--- config.mk ---
export PLATFORM = sky130hd
export DESIGN_NAME = jtag_tap_responder
export DESIGN_NICKNAME = d
export VERILOG_FILES = /design/src/rtl/jtag_tap_responder.sv
export SDC_FILE = /design/constraint.sdc
export NUM_CORES = 1
export LEC_CHECK = 0
export ABC_AREA = 1
export CAP_MARGIN = 20
export CELL_PAD_IN_SITES_DETAIL_PLACEMENT = 1
export CELL_PAD_IN_SITES_GLOBAL_PLACEMENT = 1
export CORE_AREA = 3 3 118 120
export CTS_CLUSTER_DIAMETER = 100
export DETAILED_ROUTE_END_ITERATION = 6
export DIE_AREA = 0 0 121 123
export PLACE_DENSITY_LB_ADDON = 0.3
export SYNTH_ARGS = -nofsm -noshare
export SYNTH_HDL_FRONTEND = slang
export SYNTH_SLANG_ARGS = --single-unit
--- constraint.sdc ---
create_clock -name clk -period 1.8 [get_ports clk]
set_input_delay 0.18 -clock clk [delete_from_list [all_inputs] [get_ports clk]]
set_output_delay 0.18 -clock clk [all_outputs]
set_load 0.02 [all_outputs]
--- src/rtl/jtag_tap_responder.sv ---
// Target-side IEEE 1149.1 TAP with BYPASS, IDCODE and one USER data register.
// TCK/TMS/TDI/TRST_N are oversampled on clk; TCK edges become single-clk strobes.
module jtag_tap_responder #(
    parameter int              IR_W        = 4,
    parameter logic [31:0]     IDCODE_VAL  = 32'h0A5B_C001,
    parameter logic [IR_W-1:0] IR_IDCODE   = 'h1,
    parameter logic [IR_W-1:0] IR_USER     = 'h8,
    parameter int              USER_W      = 32,
    parameter int              SYNC_STAGES = 2
) (
    input  logic              clk,
    input  logic              rst_n,
    input  logic              tck,
    input  logic              tms,
    input  logic              tdi,
    input  logic              trst_n,
    output logic              tdo,
    output logic              tdo_en,
    output logic [3:0]        tap_state,
    input  logic [USER_W-1:0] user_capture_data,
    output logic              user_update_valid,
    output logic [USER_W-1:0] user_update_data
);

    typedef enum logic [3:0] {
        EXIT2_DR   = 4'h0,
        EXIT1_DR   = 4'h1,
        SHIFT_DR   = 4'h2,
        PAUSE_DR   = 4'h3,
        SELECT_IR  = 4'h4,
        UPDATE_DR  = 4'h5,
        CAPTURE_DR = 4'h6,
        SELECT_DR  = 4'h7,
        EXIT2_IR   = 4'h8,
        EXIT1_IR   = 4'h9,
        SHIFT_IR   = 4'hA,
        PAUSE_IR   = 4'hB,
        RUN_IDLE   = 4'hC,
        UPDATE_IR  = 4'hD,
        CAPTURE_IR = 4'hE,
        TLR        = 4'hF
    } tap_state_e;

    localparam logic [IR_W-1:0] IR_CAPTURE = IR_W'(2'b01);

    function automatic tap_state_e tap_next(input tap_state_e s, input logic m);
        case (s)
            TLR:        tap_next = m ? TLR       : RUN_IDLE;
            RUN_IDLE:   tap_next = m ? SELECT_DR : RUN_IDLE;
            SELECT_DR:  tap_next = m ? SELECT_IR : CAPTURE_DR;
            CAPTURE_DR: tap_next = m ? EXIT1_DR  : SHIFT_DR;
            SHIFT_DR:   tap_next = m ? EXIT1_DR  : SHIFT_DR;
            EXIT1_DR:   tap_next = m ? UPDATE_DR : PAUSE_DR;
            PAUSE_DR:   tap_next = m ? EXIT2_DR  : PAUSE_DR;
            EXIT2_DR:   tap_next = m ? UPDATE_DR : SHIFT_DR;
            UPDATE_DR:  tap_next = m ? SELECT_DR : RUN_IDLE;
            SELECT_IR:  tap_next = m ? TLR       : CAPTURE_IR;
            CAPTURE_IR: tap_next = m ? EXIT1_IR  : SHIFT_IR;
            SHIFT_IR:   tap_next = m ? EXIT1_IR  : SHIFT_IR;
            EXIT1_IR:   tap_next = m ? UPDATE_IR : PAUSE_IR;
            PAUSE_IR:   tap_next = m ? EXIT2_IR  : PAUSE_IR;
            EXIT2_IR:   tap_next = m ? UPDATE_IR : SHIFT_IR;
            UPDATE_IR:  tap_next = m ? SELECT_DR : RUN_IDLE;
            default:    tap_next = TLR;
        endcase
    endfunction

    // Input synchroniser: index 0 is the newest sample, bits are {trst_n, tdi, tms, tck}.
    logic [SYNC_STAGES-1:0][3:0] sync_q;
    logic                        tck_hist_q;
    logic                        tck_s, tms_s, tdi_s, trst_s;
    logic                        tck_rise, tck_fall;

    always_ff @(posedge clk) begin
        if (!rst_n) begin
            sync_q     <= '0;
            tck_hist_q <= 1'b1;
        end else begin
            sync_q     <= {sync_q[SYNC_STAGES-2:0], {trst_n, tdi, tms, tck}};
            tck_hist_q <= tck_s;
        end
    end

    assign tck_s    = sync_q[SYNC_STAGES-1][0];
    assign tms_s    = sync_q[SYNC_STAGES-1][1];
    assign tdi_s    = sync_q[SYNC_STAGES-1][2];
    assign trst_s   = sync_q[SYNC_STAGES-1][3];
    assign tck_rise = tck_s & ~tck_hist_q;
    assign tck_fall = ~tck_s & tck_hist_q;

    tap_state_e        state_q, state_d;
    logic [IR_W-1:0]   ir_q, ir_shift_q;
    logic [31:0]       idcode_shift_q;
    logic [USER_W-1:0] user_shift_q, user_data_q;
    logic              bypass_q;
    logic              tdo_q, tdo_en_q, user_valid_q;
    logic              sel_idcode, sel_user, shifting, shift_lsb;

    assign state_d    = tap_next(state_q, tms_s);
    assign sel_idcode = (ir_q == IR_IDCODE);
    assign sel_user   = (ir_q == IR_USER);
    assign shifting   = (state_q == SHIFT_IR) || (state_q == SHIFT_DR);

    always_comb begin
        shift_lsb = bypass_q;
        if (state_q == SHIFT_IR) begin
            shift_lsb = ir_shift_q[0];
        end else if (sel_idcode) begin
            shift_lsb = idcode_shift_q[0];
        end else if (sel_user) begin
            shift_lsb = user_shift_q[0];
        end
    end

    always_ff @(posedge clk) begin
        if (!rst_n) begin
            state_q        <= TLR;
            ir_q           <= IR_IDCODE;
            ir_shift_q     <= '0;
            idcode_shift_q <= '0;
            user_shift_q   <= '0;
            bypass_q       <= 1'b0;
            tdo_q          <= 1'b0;
            tdo_en_q       <= 1'b0;
            user_valid_q   <= 1'b0;
            user_data_q    <= '0;
        end else begin
            user_valid_q <= 1'b0;
            if (!trst_s) begin
                state_q  <= TLR;
                ir_q     <= IR_IDCODE;
                tdo_en_q <= 1'b0;
            end else begin
                // Capture and shift act on the rise that leaves the current state.
                if (tck_rise) begin
                    state_q <= state_d;
                    case (state_q)
                        CAPTURE_IR: ir_shift_q <= IR_CAPTURE;
                        SHIFT_IR:   ir_shift_q <= {tdi_s, ir_shift_q[IR_W-1:1]};
                        CAPTURE_DR: begin
                            if (sel_idcode) begin
                                idcode_shift_q <= IDCODE_VAL;
                            end else if (sel_user) begin
                                user_shift_q <= user_capture_data;
                            end else begin
                                bypass_q <= 1'b0;
                            end
                        end
                        SHIFT_DR: begin
                            if (sel_idcode) begin
                                idcode_shift_q <= {tdi_s, idcode_shift_q[31:1]};
                            end else if (sel_user) begin
                                user_shift_q <= {tdi_s, user_shift_q[USER_W-1:1]};
                            end else begin
                                bypass_q <= tdi_s;
                            end
                        end
                        default: ;
                    endcase
                end
                if (tck_fall) begin
                    tdo_en_q <= shifting;
                    if (shifting) begin
                        tdo_q <= shift_lsb;
                    end
                    if (state_q == UPDATE_IR) begin
                        ir_q <= ir_shift_q;
                    end
                    if (state_q == UPDATE_DR && sel_user) begin
                        user_data_q  <= user_shift_q;
                        user_valid_q <= 1'b1;
                    end
                end
                if (state_q == TLR) begin
                    ir_q <= IR_IDCODE;
                end
            end
        end
    end

    assign tdo               = tdo_q;
    assign tdo_en            = tdo_en_q;
    assign tap_state         = state_q;
    assign user_update_valid = user_valid_q;
    assign user_update_data  = user_data_q;

endmodule
==> qor.csv <==
metric;value;unit
clk_lat worst skew;0.41;ns
CTS tree;built;
Util after Layout;0.501;
Routed WL;13300;um
Post-Route Setup TNS;0;ns
die width;121;um
period utilization;0.950;
Worst Path Max Fanout;10;
largest net degree at the start of global routing;48;
Synth Net Count;719;
final instance area;6550;um^2
Ports;77;
Worst setup EP type;output port;
flop and latch count out of synthesis;121;
Routed wire per std cell;14.2;um
Routed Antenna Nets;0;
RSZ-0062 raised after global routing;no;
Starting Density;0.387;
initial drt markers;236;
initial antenna violation count;0;
share of cells above drive strength 1;0.0894;
detailed-router iteration count before antenna repair;4;
Worst setup SP type;register;
row cnt;42;
Resize count post-CTS;2;
GRT Residual Overflow;0;
Top Usage Layer GRT;met2;
delay-heaviest family, CP;buffers and inverters;
achievable clock frequency;0.585;GHz
GRT met3 Usage;0.0503;
worst setup path category;register to output port;
HP Class;input port to register;
Inserted Diodes;0;
Max stage delay cell, worst path;clkdlybuf4s50_1;
via count;4570;
postcts setup bufs;0;
DP HPWL;9050;um
clock slew at reported path FFs;0.05;ns
max cap viols;0;
fin crit period;1.71;ns
VDD IR-drop max;0.000516;V
Ys Warns;0;
EDFF count, synth;0;
GP Congestion;0.818;
Final Skew;0.00858;ns
Netlist cell types;29;
Syn Inst Count;681;
Slew HR;0.784;
number of global-route vias before repair;4776;
global-route track usage on met1;0.220;
first-pass GRT wire length;22500;um
number of nets in the layout;786;
# DRC;0;
Synth-to-Final Area Change;29.6;%
clock sinks;121;
synthesized area per cell;7.43;um^2
Slew Limit Fails;0;
Fillers;1592;
Final Power;6300;uW
CTS Buffer Depth;2;
cts bufs inserted;17;
worst path arrival time;1.53;ns
vias per std cell;4.88;
mapped cell area;5060;um^2
sequential area share after synthesis;0.479;
IO Port Bufs;76;
placed cell areas;5940;um^2
crit-path max cell delay;0.65;ns
Least-Margin Pin Slew;0.322;ns
final setup fails;0;
chip height;123;um
clk root buf;clkbuf_16;
Leakage;0.00255;uW
Critical path buffers and inverters;1;
final hold viol count;0;
Worst Path Required;1.62;ns
CP Cell Sequence;clkdlybuf4s50_1;
outcome;finished clean;
Pwr Density;962;nW/um^2
total number of H-tree levels;4;
Core ar.;13100;um^2
hold_buf cts;0;
Die Area;14900;um^2
M2 GR Usage;0.331;
ys async rst share;0;
Main synth FF type;dfxtp_1;
Min Hold Slack;0.154;ns
GRT Total Usage;0.190;
==> cells in the final DEF, fill, tap and decap left out, drive strengths merged <==
cell type	count
or2	1
a31o	1
a21oi	104
nor3	1
bufinv	2
nand3	32
dlymetal6s2s	1
a31oi	1
nand4	4
o211ai	3
nor2	22
inv	62
clkdlybuf4s50	73
o22ai	1
nand2	202
clkinv	4
buf	16
dfxtp	121
clkinvlp	1
a211oi	1
clkbuf	25
o21ai	81
dlygate4sd2	1
o221ai	1
==> worst reg2reg max path, stage by stage (launching register included) <==
cell and delay [ns]:
dfxtp_1 0.36, nand2_1 0.14, nor2_1 0.24, nand2_4 0.17, nor2_4 0.24, buf_12 0.21, nand2_1 0.09, a21oi_1 0.14
==> through the flow <==
| step | setup WS (ns) | instances |
|---|---|---|
| 3_3_place_gp | 0.139 | 905 |
| 5_1_grt | 0.00660 | 937 |
| 2_1_floorplan | 0.308 | 681 |
| 6_report | 0.0908 | 937 |
| 3_5_place_dp | 0.0762 | 905 |
| 4_1_cts | 0.0189 | 937 |
==> Yosys cell counts (2+ instances only) <==
cell / instances / area [um^2]
nand2_1: 197 / 739
dfxtp_1: 121 / 2420
a21oi_1: 104 / 521
inv_1: 57 / 214
o21ai_0: 52 / 260
nand3_1: 32 / 160
o21ai_1: 28 / 140
clkbuf_1: 19 / 71.3
buf_6: 15 / 169
nor2_1: 15 / 56.3
buf_2: 7 / 35.0
nor2_4: 5 / 56.3
inv_2: 4 / 15.0
nand4_1: 4 / 25.0
nand2_4: 3 / 33.8
o211ai_1: 3 / 22.5
buf_4: 2 / 15.0
nand2_2: 2 / 12.5
==> logic make-up after synthesis <==
logic type | count (synthesis) | share of synthesized area
flops | 121 | 0.479
simple gates | 262 | 0.222
compound gates | 193 | 0.196
buf+inv | 105 | 0.104
==> final timing paths <==
kind                             startpoint  slack [ns]                       endpoint  depth (start not counted)
setup / recovery  tap_state[3]$_SDFFE_PN1P_        0.09                   tap_state[3]                          1
hold / removal                        rst_n        0.15           sync_q[7]$_SDFF_PN0_                          3
hold reg to reg        sync_q[3]$_SDFF_PN0_        0.41           sync_q[7]$_SDFF_PN0_                          2
setup reg to reg       sync_q[4]$_SDFF_PN0_        0.15  user_shift_q[22]$_SDFFE_PN0P_                          7
==> report_power, final <==
group	switching [uW]	internal, uW	total [uW]
Clock	1150	2250	3390
Combinational	102	110	212
Sequential	5.42	2690	2700
Total	1250	5050	6300
==> metal layers <==
layer | wire [um] | share of wire
met1 | 5860 | 0.44
met2 | 6620 | 0.50
met3 | 509 | 0.038
met4 | 286 | 0.022
met5 | 0 | 0
==> registers in the layout, summed over array words and instances (netlist names) <==
register,cells
ir_shift_q,4
tdo_en,1
sync_q,8
user_update_valid,1
tap_state,4
user_shift_q,32
tdo,1
bypass_q,1
ir_q,4
user_update_data,32
tck_hist_q,1
idcode_shift_q,32
==> layout make-up <==
type                       instances  area [um^2]  area share
clock inverter                     7         87.6      0.0134
clock buffer                      25          515      0.0787
multi-input combinational        455         2110       0.322
sequential                       121         2420       0.370
timing repair buffer              91          957       0.146
tap                              176          220      0.0336
inverter                          62          238      0.0363
Power figures use the tool's default switching activity.
